### src/rtl/pipe_hazard_ctrl.sv
// pipe_hazard_ctrl
//   Control unit for a 5-stage Y86-64 pipeline (F, D, E, M, W).
//   It detects load/use, mispredicted-jump and ret hazards, gates the
//   condition-code update, and freezes the pipeline on exceptions. An
//   execution FSM (IDLE/RUN/HALTED/FAULT/TIMEOUT) with a watchdog decides
//   when the pipeline may advance. Saturating counters record activity.
//
// Ports
//   clk, rst_n       : clock and synchronous active-low reset
//   start            : leave IDLE and begin execution
//   D_icode, d_srcA, d_srcB, E_icode, E_dstM, e_Cnd, M_icode,
//   m_stat, W_stat, W_icode : pipeline status used for hazard detection
//   F_stall, D_stall, D_bubble, E_bubble, M_bubble, W_stall, set_cc :
//                      pipeline register controls (combinational in RUN)
//   state            : FSM state (IDLE=0 RUN=1 HALTED=2 FAULT=3 TIMEOUT=4)
//   final_stat       : W_stat captured on leaving RUN (0 on timeout)
//   cycle_cnt .. ret_bub_cnt : saturating performance counters
module pipe_hazard_ctrl #(
    parameter int          CNT_W      = 32,
    parameter logic [31:0] MAX_CYCLES = 32'd100000
) (
    input  logic             clk,
    input  logic             rst_n,
    input  logic             start,
    input  logic [3:0]       D_icode,
    input  logic [3:0]       d_srcA,
    input  logic [3:0]       d_srcB,
    input  logic [3:0]       E_icode,
    input  logic [3:0]       E_dstM,
    input  logic             e_Cnd,
    input  logic [3:0]       M_icode,
    input  logic [3:0]       m_stat,
    input  logic [3:0]       W_stat,
    input  logic [3:0]       W_icode,
    output logic             F_stall,
    output logic             D_stall,
    output logic             D_bubble,
    output logic             E_bubble,
    output logic             M_bubble,
    output logic             W_stall,
    output logic             set_cc,
    output logic [2:0]       state,
    output logic [3:0]       final_stat,
    output logic [CNT_W-1:0] cycle_cnt,
    output logic [CNT_W-1:0] retire_cnt,
    output logic [CNT_W-1:0] lu_stall_cnt,
    output logic [CNT_W-1:0] mispred_cnt,
    output logic [CNT_W-1:0] ret_bub_cnt
);

    typedef enum logic [2:0] {
        S_IDLE    = 3'd0,
        S_RUN     = 3'd1,
        S_HALTED  = 3'd2,
        S_FAULT   = 3'd3,
        S_TIMEOUT = 3'd4
    } state_t;

    localparam logic [3:0] I_HALT  = 4'h0;
    localparam logic [3:0] I_NOP   = 4'h1;
    localparam logic [3:0] I_MRMOV = 4'h5;
    localparam logic [3:0] I_OPQ   = 4'h6;
    localparam logic [3:0] I_JXX   = 4'h7;
    localparam logic [3:0] I_RET   = 4'h9;
    localparam logic [3:0] I_POPQ  = 4'hB;
    localparam logic [3:0] R_NONE  = 4'hF;

    localparam logic [3:0] S_AOK = 4'h1;
    localparam logic [3:0] S_HLT = 4'h2;
    localparam logic [3:0] S_ADR = 4'h3;
    localparam logic [3:0] S_INS = 4'h4;

    localparam logic [CNT_W-1:0] ONE = {{(CNT_W-1){1'b0}}, 1'b1};

    state_t st;
    logic   lu, mis, rt, mex, wex, run, retire, wd_hit;

    assign state = st;

    // Hazard terms
    assign lu  = ((E_icode == I_MRMOV) || (E_icode == I_POPQ)) && (E_dstM != R_NONE) &&
                 ((E_dstM == d_srcA) || (E_dstM == d_srcB));
    assign mis = (E_icode == I_JXX) && !e_Cnd;
    assign rt  = (D_icode == I_RET) || (E_icode == I_RET) || (M_icode == I_RET);
    assign mex = (m_stat == S_HLT) || (m_stat == S_ADR) || (m_stat == S_INS);
    assign wex = (W_stat == S_HLT) || (W_stat == S_ADR) || (W_stat == S_INS);

    // rst_n is folded in combinationally so the freeze shows while reset is held,
    // even before the first reset edge has cleared the state register.
    assign run = rst_n && (st == S_RUN);

    assign retire = (W_icode != I_HALT) && (W_icode != I_NOP) && (W_stat == S_AOK) && !wex;
    assign wd_hit = (MAX_CYCLES != 32'd0) && (cycle_cnt == CNT_W'(MAX_CYCLES - 32'd1));

    always_comb begin
        F_stall  = 1'b1;
        D_stall  = 1'b1;
        D_bubble = 1'b0;
        E_bubble = 1'b0;
        M_bubble = 1'b0;
        W_stall  = 1'b1;
        set_cc   = 1'b0;
        if (run) begin
            F_stall  = lu | rt;
            D_stall  = lu;
            // lu wins over rt so D is never stalled and bubbled together
            D_bubble = mis | (!lu & rt);
            E_bubble = mis | lu;
            M_bubble = mex | wex;
            W_stall  = wex;
            set_cc   = (E_icode == I_OPQ) & !mex & !wex;
        end
    end

    function automatic logic [CNT_W-1:0] sat_inc(input logic [CNT_W-1:0] v, input logic en);
        return (en && (v != '1)) ? v + ONE : v;
    endfunction

    always_ff @(posedge clk) begin
        if (!rst_n) begin
            st           <= S_IDLE;
            final_stat   <= 4'h0;
            cycle_cnt    <= '0;
            retire_cnt   <= '0;
            lu_stall_cnt <= '0;
            mispred_cnt  <= '0;
            ret_bub_cnt  <= '0;
        end else begin
            case (st)
                S_IDLE: if (start) st <= S_RUN;
                S_RUN: begin
                    cycle_cnt    <= sat_inc(cycle_cnt, 1'b1);
                    retire_cnt   <= sat_inc(retire_cnt, retire);
                    lu_stall_cnt <= sat_inc(lu_stall_cnt, lu);
                    mispred_cnt  <= sat_inc(mispred_cnt, mis);
                    ret_bub_cnt  <= sat_inc(ret_bub_cnt, !lu & rt);
                    // exceptions outrank the watchdog
                    if (W_stat == S_HLT) begin
                        st         <= S_HALTED;
                        final_stat <= W_stat;
                    end else if ((W_stat == S_ADR) || (W_stat == S_INS)) begin
                        st         <= S_FAULT;
                        final_stat <= W_stat;
                    end else if (wd_hit) begin
                        st         <= S_TIMEOUT;
                        final_stat <= 4'h0;
                    end
                end
                default: st <= st;  // terminal states wait for reset
            endcase
        end
    end

endmodule
### config.mk
export PLATFORM = sky130hd
export DESIGN_NAME = pipe_hazard_ctrl
export DESIGN_NICKNAME = d
export VERILOG_FILES = /design/src/rtl/pipe_hazard_ctrl.sv
export SDC_FILE = /design/constraint.sdc
export NUM_CORES = 1
export LEC_CHECK = 0
export CAP_MARGIN = 5
export CELL_PAD_IN_SITES_DETAIL_PLACEMENT = 0
export CELL_PAD_IN_SITES_GLOBAL_PLACEMENT = 1
export CORE_MARGIN = 5
export CORE_UTILIZATION = 39
export DETAILED_ROUTE_END_ITERATION = 8
export HOLD_SLACK_MARGIN = 0.15
export PLACE_DENSITY = 0.88
export SLEW_MARGIN = 10
export SYNTH_ARGS = -nofsm -noshare
export SYNTH_HDL_FRONTEND = slang
export SYNTH_SLANG_ARGS = --single-unit
### constraint.sdc
create_clock -name clk -period 6.5 [get_ports clk]
set_clock_uncertainty 0.15 [all_clocks]
set_input_delay 0.65 -clock clk [delete_from_list [all_inputs] [get_ports clk]]
set_output_delay 0.65 -clock clk [all_outputs]
set_load 0.05 [all_outputs]
==> flow_summary.yaml, run 1 <==
outcome:
  outcome: "completed"
setup_path:
  timing.critical_path.slowest_stage_cell: "clkdlybuf4s50_1"
  timing.critical_path.depth: 7
  timing.critical_path.buf_inv: 2
  timing.critical_path.required_ns: 5.70
  endpoint: "D_bubble"
  setup.worst_path.start_class: "primary input"
  critPathCaptureType: "primary output"
  reg2reg_slack_ns: 3.28
  crit_chain: "clkdlybuf4s50_1, xor2_1, nor4_1, o21a_1, o21a_1, nor2_1, clkdlybuf4s50_1"
  critPathKind: "primary input to primary output"
  r2r_start: "state[0]"
  worstRegToRegCells: 7
  cp.arrival_ns: 3.48
  cpLargestDelayFamily: "buffers and inverters"
  setup.worst_path.start: "E_dstM[1]"
  crit_path_max_incr_delay_ns: 0.72
  timing.rr.end: "mispred_cnt[27]"
  critPathMaxFanout: 13
final_layout:
  stdcell_count: 1487
  commonest_cells_after_routing_fill_and_taps_aside: "clkdlybuf4s50_1 (211), dfxtp_1 (167), nor2_1 (133)"
  most_frequent_standard_cell_in_the_layout_excluding_fill_and_tap_cells: "clkdlybuf4s50_1"
  fillCellCount: 1996
  finalCoreUtilization_pct: 53.3
  antenna-diode-count: 0
  final-seq-area_um2: 3340
  area.growth.synth_to_final_pct: 34.4
  multi_input_comb_area_um2: 4740
  nNetsFinal: 1244
  drive_gt1_share_pct: 3.80
sta:
  worst_pin_slew_ns: 1.03
  setup-tns-final_ns: 0
  setup_viol_count_final: 0
  period_minus_slack_ns: 4.28
  slew_violations: 0
  timing.max_slew.rel_slack_pct: 31.1
  period_share_pct: 65.9
  final_hold_violation_count: 0
  max_clock_freq_mhz: 233
  unrepaired_setup_endpoints_after_global_routing: "false"
drt:
  drcViolationCount: 0
  wl_per_cell_um: 16.4
  vias: 8064
  antenna_violating_nets_post_route: 0
  dr.pass1.iters: 5
  detail_route.vias_per_cell: 5.42
  initialDrtViolationCount: 443
  totalWireLength_mm: 24.4
clock_tree:
  clock_buffers_created_by_tritoncts: 17
  cts-resized-gates: 0
  number_of_setup_buffers_added_after_cts: 0
  cts.reportedPaths.clkPinSlew_ns: 0.07
  tritoncts_sinks: 167
  cts_max_path_bufs: 2
  h-tree-depth: 4
  clock_insertion_delay_worst_skew_ns: 0.42
  hold_buffers: 0
  clock_root_buffer_master: "clkbuf_16"
  cts_tree: "done"
floorplan:
  floorplan_core_area_um2: 21000
  rows: 53
  die_area_um2: 24400
  fp.dieW_um: 156
  initial_core_util_pct: 39.6
  ios: 214
  die_y_um: 156
place:
  detailed_place_hpwl_mm: 17.7
  portBuffers: 212
  last_weighted_congestion_value_of_the_routability_driven_placer: 0.819
  dp_cells: 1455
synthesis:
  synth_compound_gate_area_share_pct: 8.59
  post_synth_and_or_nand_nor_area_fraction_pct: 34.8
  synth_area_um2: 8330
  asyncSetResetFlopFracSynth_pct: 0
  syn_area_per_cell_um2: 8.26
  synth.lib_cells_used.distinct: 55
  dominant_combinational_cell_family_by_area_after_synthesis: "simple AND/OR/NAND/NOR gates"
  postSynthNetCount: 1054
  synth-xor-area-share_pct: 11.2
  syn_inst: 1009
  post_synth_fa_ha_maj_area_fraction_pct: 0.751
  synthMuxAreaShare_pct: 1.44
  ys_ff_latch: 167
  yosysSeqAreaShare_pct: 40.1
  edff_count_synth: 0
  yosys_warnings: 0
  yosys_most_used_dff: "dfxtp_1"
job:
  drv_cap: 0
worst_hold_path:
  hold_path_startpoint: "final_stat[3]"
  min_path_type: "flip-flop to flip-flop"
global_route:
  grt_pass1_wl_mm: 39.3
  grt_max_degree: 80
  first_global_vias: 7552
  grt_overflow: 0
  antenna_found_initial: 0
  grt_usage_pct: 19.5
power_and_ir_drop:
  finalPower_mw: 2.11
  maximum_vdd_ir_drop_mv: 0.179
  power_per_cell_area_nw_per_um2: 188
  power.static_leakage_nw: 3.65
## power by group
group	switching [mW]	internal [mW]
Clock	0.436	0.531
Combinational	0.0663	0.0416
Sequential	0.00447	1.03
## worst min-delay path by stage
stage / end / slack [ns] / cells past startpoint
floorplan: ret_bub_cnt[26] / 0.54 / 2
global placement: final_stat[0] / 0.31 / 1
detailed placement: final_stat[1] / 0.32 / 1
CTS: final_stat[3] / 0.34 / 1
global route: final_stat[3] / 0.37 / 1
finish: final_stat[3] / 0.34 / 1
## final cells by class
cell class / instances / area share, %
Clock buffer: 18 / 3.83
Clock inverter: 14 / 1.13
Inverter: 16 / 0.558
Multi-Input combinational cell: 780 / 42.3
Sequential cell: 167 / 29.8
Tap cell: 275 / 3.07
Timing Repair Buffer: 217 / 19.2
## registers in the layout, indices dropped and copies added (netlist names)
| signal | flops |
|---|---|
| cycle_cnt | 32 |
| lu_stall_cnt | 32 |
| ret_bub_cnt | 32 |
| mispred_cnt | 32 |
| state | 3 |
| retire_cnt | 32 |
| final_stat | 4 |
## through the flow
stage                     setup WS (ns)  area [um2]  hold WS [ns]
after floorplan                    2.47        8330         0.543
after global placement             2.24       10600         0.311
after detailed placement           2.22       10600         0.315
after CTS                          2.22       11200         0.339
after global routing               2.05       11200         0.366
final                              2.22       11200         0.342
## synthesized netlist by cell type, drive strengths merged (5+ instances only)
cell / number / area share (%)
inv: 16 / 0.72
a21oi: 42 / 2.5
ha: 5 / 0.75
o211ai: 6 / 0.54
xor2: 66 / 6.9
nand3b: 8 / 0.72
or4: 25 / 2.3
nor2: 133 / 6.0
nor4b: 5 / 0.53
nand2b: 12 / 0.90
nand3: 68 / 4.1
nor4bb: 5 / 0.60
and2: 12 / 0.90
buf: 5 / 0.45
xnor2: 41 / 4.3
clkbuf: 41 / 1.8
dfxtp: 167 / 40
o31ai: 16 / 1.4
and4: 16 / 1.7
nand2: 86 / 3.9
and3: 20 / 1.5
nor3: 23 / 1.5
mux2i: 12 / 1.4
nand4: 55 / 4.2
or3: 22 / 1.7
nor3b: 5 / 0.45
o21ai: 23 / 1.4
nand4b: 5 / 0.53
nor4: 29 / 2.2
## layer usage
layer	global-route usage [%]	part of all wire, %
met2	30.7	45
met3	6.71	8.2
met4	5.17	1.7
met1	25.8	45
met5	0	0
## logic make-up (layout without fill, tap and decap cells)
kind of cell	after synthesis	after routing
muxes	12	12
buffers and inverters	62	265
and+or+nand+nor	542	542
xor gates and xnor gates	107	107
DFF	167	167
AOI/OAI and AO/OA	114	114
adders and majority gates	5	5
No activity file was read; power rests on OpenSTA's default activity.
==> inputs of run 2 (changes only) <==
Settings changed: CORE_UTILIZATION 39 to 33, PLACE_DENSITY 0.88 to 0.8.
Clock period 6.5 ns to 3.72 ns, I/O delays scaled along.
==> flow_summary.yaml, run 2 (synthesis gave the netlist of run 1 again) <==
final_layout:
  multi_input_comb_area_um2: 4750
  finalCoreUtilization_pct: 45.9
  antenna-diode-count: 0
  final-seq-area_um2: 3340
  commonest_cells_after_routing_fill_and_taps_aside: "clkdlybuf4s50_1 (206), dfxtp_1 (167), nor2_1 (133)"
  fillCellCount: 2512
  nNetsFinal: 1258
  most_frequent_standard_cell_in_the_layout_excluding_fill_and_tap_cells: "clkdlybuf4s50_1"
  area.growth.synth_to_final_pct: 38.0
  stdcell_count: 1556
  drive_gt1_share_pct: 5.46
sta:
  period_minus_slack_ns: 3.24
  hold-worst-slack_ns: 0.176
  final_hold_violation_count: 0
  max_clock_freq_mhz: 309
  unrepaired_setup_endpoints_after_global_routing: "false"
  slew_violations: 0
  worst_pin_slew_ns: 0.909
  setup_viol_count_final: 0
  timing.max_slew.rel_slack_pct: 39.4
  period_share_pct: 87.1
  setup-tns-final_ns: 0
drt:
  detail_route.vias_per_cell: 5.14
  wl_per_cell_um: 16.0
  initialDrtViolationCount: 611
  vias: 8002
  dr.pass1.iters: 5
  drcViolationCount: 0
  totalWireLength_mm: 25.0
  antenna_violating_nets_post_route: 0
global_route:
  global_route.usage.met3_pct: 5.63
  grt_usage_pct: 17.1
  grt_pass1_wl_mm: 40.3
  grt_overflow: 0
  antenna_found_initial: 0
  groute.layer.met2.usage_pct: 27.6
  grt.busiest_layer: "met2"
  grt_max_degree: 88
  met1_track_utilization_from_global_routing_pct: 22.5
  first_global_vias: 7592
clock_tree:
  hold_buffers: 0
  cts.reportedPaths.clkPinSlew_ns: 0.07
  cts-resized-gates: 0
  clock_root_buffer_master: "clkbuf_16"
  clock_buffers_created_by_tritoncts: 17
  tritoncts_sinks: 167
  number_of_setup_buffers_added_after_cts: 0
  h-tree-depth: 4
  clock_insertion_delay_worst_skew_ns: 0.42
  cts_max_path_bufs: 2
  cts_tree: "done"
floorplan:
  fp.dieW_um: 169
  rows: 58
  die_area_um2: 28500
  ios: 214
  initial_core_util_pct: 33.3
  die_y_um: 169
  floorplan_core_area_um2: 25000
setup_path:
  timing.critical_path.required_ns: 3.20
  setup.worst_path.start: "E_dstM[1]"
  critPathCaptureType: "primary output"
  r2r_start: "lu_stall_cnt[20]"
  setup.worst_path.start_class: "primary input"
  critPathMaxFanout: 10
  cp.arrival_ns: 2.72
  critPathKind: "primary input to primary output"
power_and_ir_drop:
  power.static_leakage_nw: 3.78
  power_per_cell_area_nw_per_um2: 345
  maximum_vdd_ir_drop_mv: 0.242
  finalPower_mw: 3.97
place:
  dp_cells: 1524
  detailed_place_hpwl_mm: 18.3
  last_weighted_congestion_value_of_the_routability_driven_placer: 0.837
  portBuffers: 212
worst_hold_path:
  min_path_type: "primary input to flip-flop"
  hold_path_startpoint: "rst_n"
job:
  drv_cap: 0
outcome:
  outcome: "completed"
run 2: changes by cell type in the layout (fill, tap and decap cells not counted), sizes merged:
cell / before / now
bufinv: 1 / 4
clkinv: 5 / 2
clkdlybuf4s50: 211 / 206
clkinvlp: 4 / 2
buf: 6 / 25
inv: 20 / 22
run 2: final cells by class:
type	instances	share of cell area (%)
clock inverter	14	1.83
sequential	167	29.1
inverter	16	0.544
multi-input combinational	780	41.3
timing repair buffer	231	19.9
clock buffer	18	3.82
tap	330	3.59
run 2: worst paths after layout:
check / cells after the start / slack, ns / end
hold / removal: 3 / 0.18 / cycle_cnt[26]
hold reg to reg: 1 / 0.32 / final_stat[0]
setup reg to reg: 6 / 0.59 / lu_stall_cnt[1]
setup / recovery: 7 / 0.48 / D_bubble
run 2: metrics by stage:
step	setup slack [ns]	area, um2
3_5_place_dp	0.253	10900
3_3_place_gp	0.285	10900
5_1_grt	0.329	11500
6_report	0.480	11500
4_1_cts	0.520	11500
2_1_floorplan	0.663	8340
run 2: worst max-delay path: stages:
cell             delay (ns)
clkdlybuf4s50_1        0.48
xor2_1                 0.19
nor4_1                 0.74
o21a_1                 0.50
o21a_1                 0.19
nor2_1                 0.04
buf_4                  0.20
run 2: per-layer routing:
layer | part of all wire, % | wire [um]
met2 | 46 | 11500
met3 | 7.6 | 1890
met1 | 46 | 11400
met5 | 0 | 0
met4 | 0.62 | 155
run 2: report_power, final:
| group | switching (mW) | internal, mW | total, mW |
|---|---|---|---|
| clock network | 0.811 | 1.16 | 1.98 |
| logic | 0.119 | 0.0795 | 0.199 |
| registers | 0.00686 | 1.79 | 1.80 |
| total | 0.937 | 3.04 | 3.97 |
==> inputs of run 3 (changes only) <==
Settings changed: CTS_CLUSTER_SIZE set to 20.
==> results of run 3 <==
Final layout, timing and power as in run 2 (identical DEF).
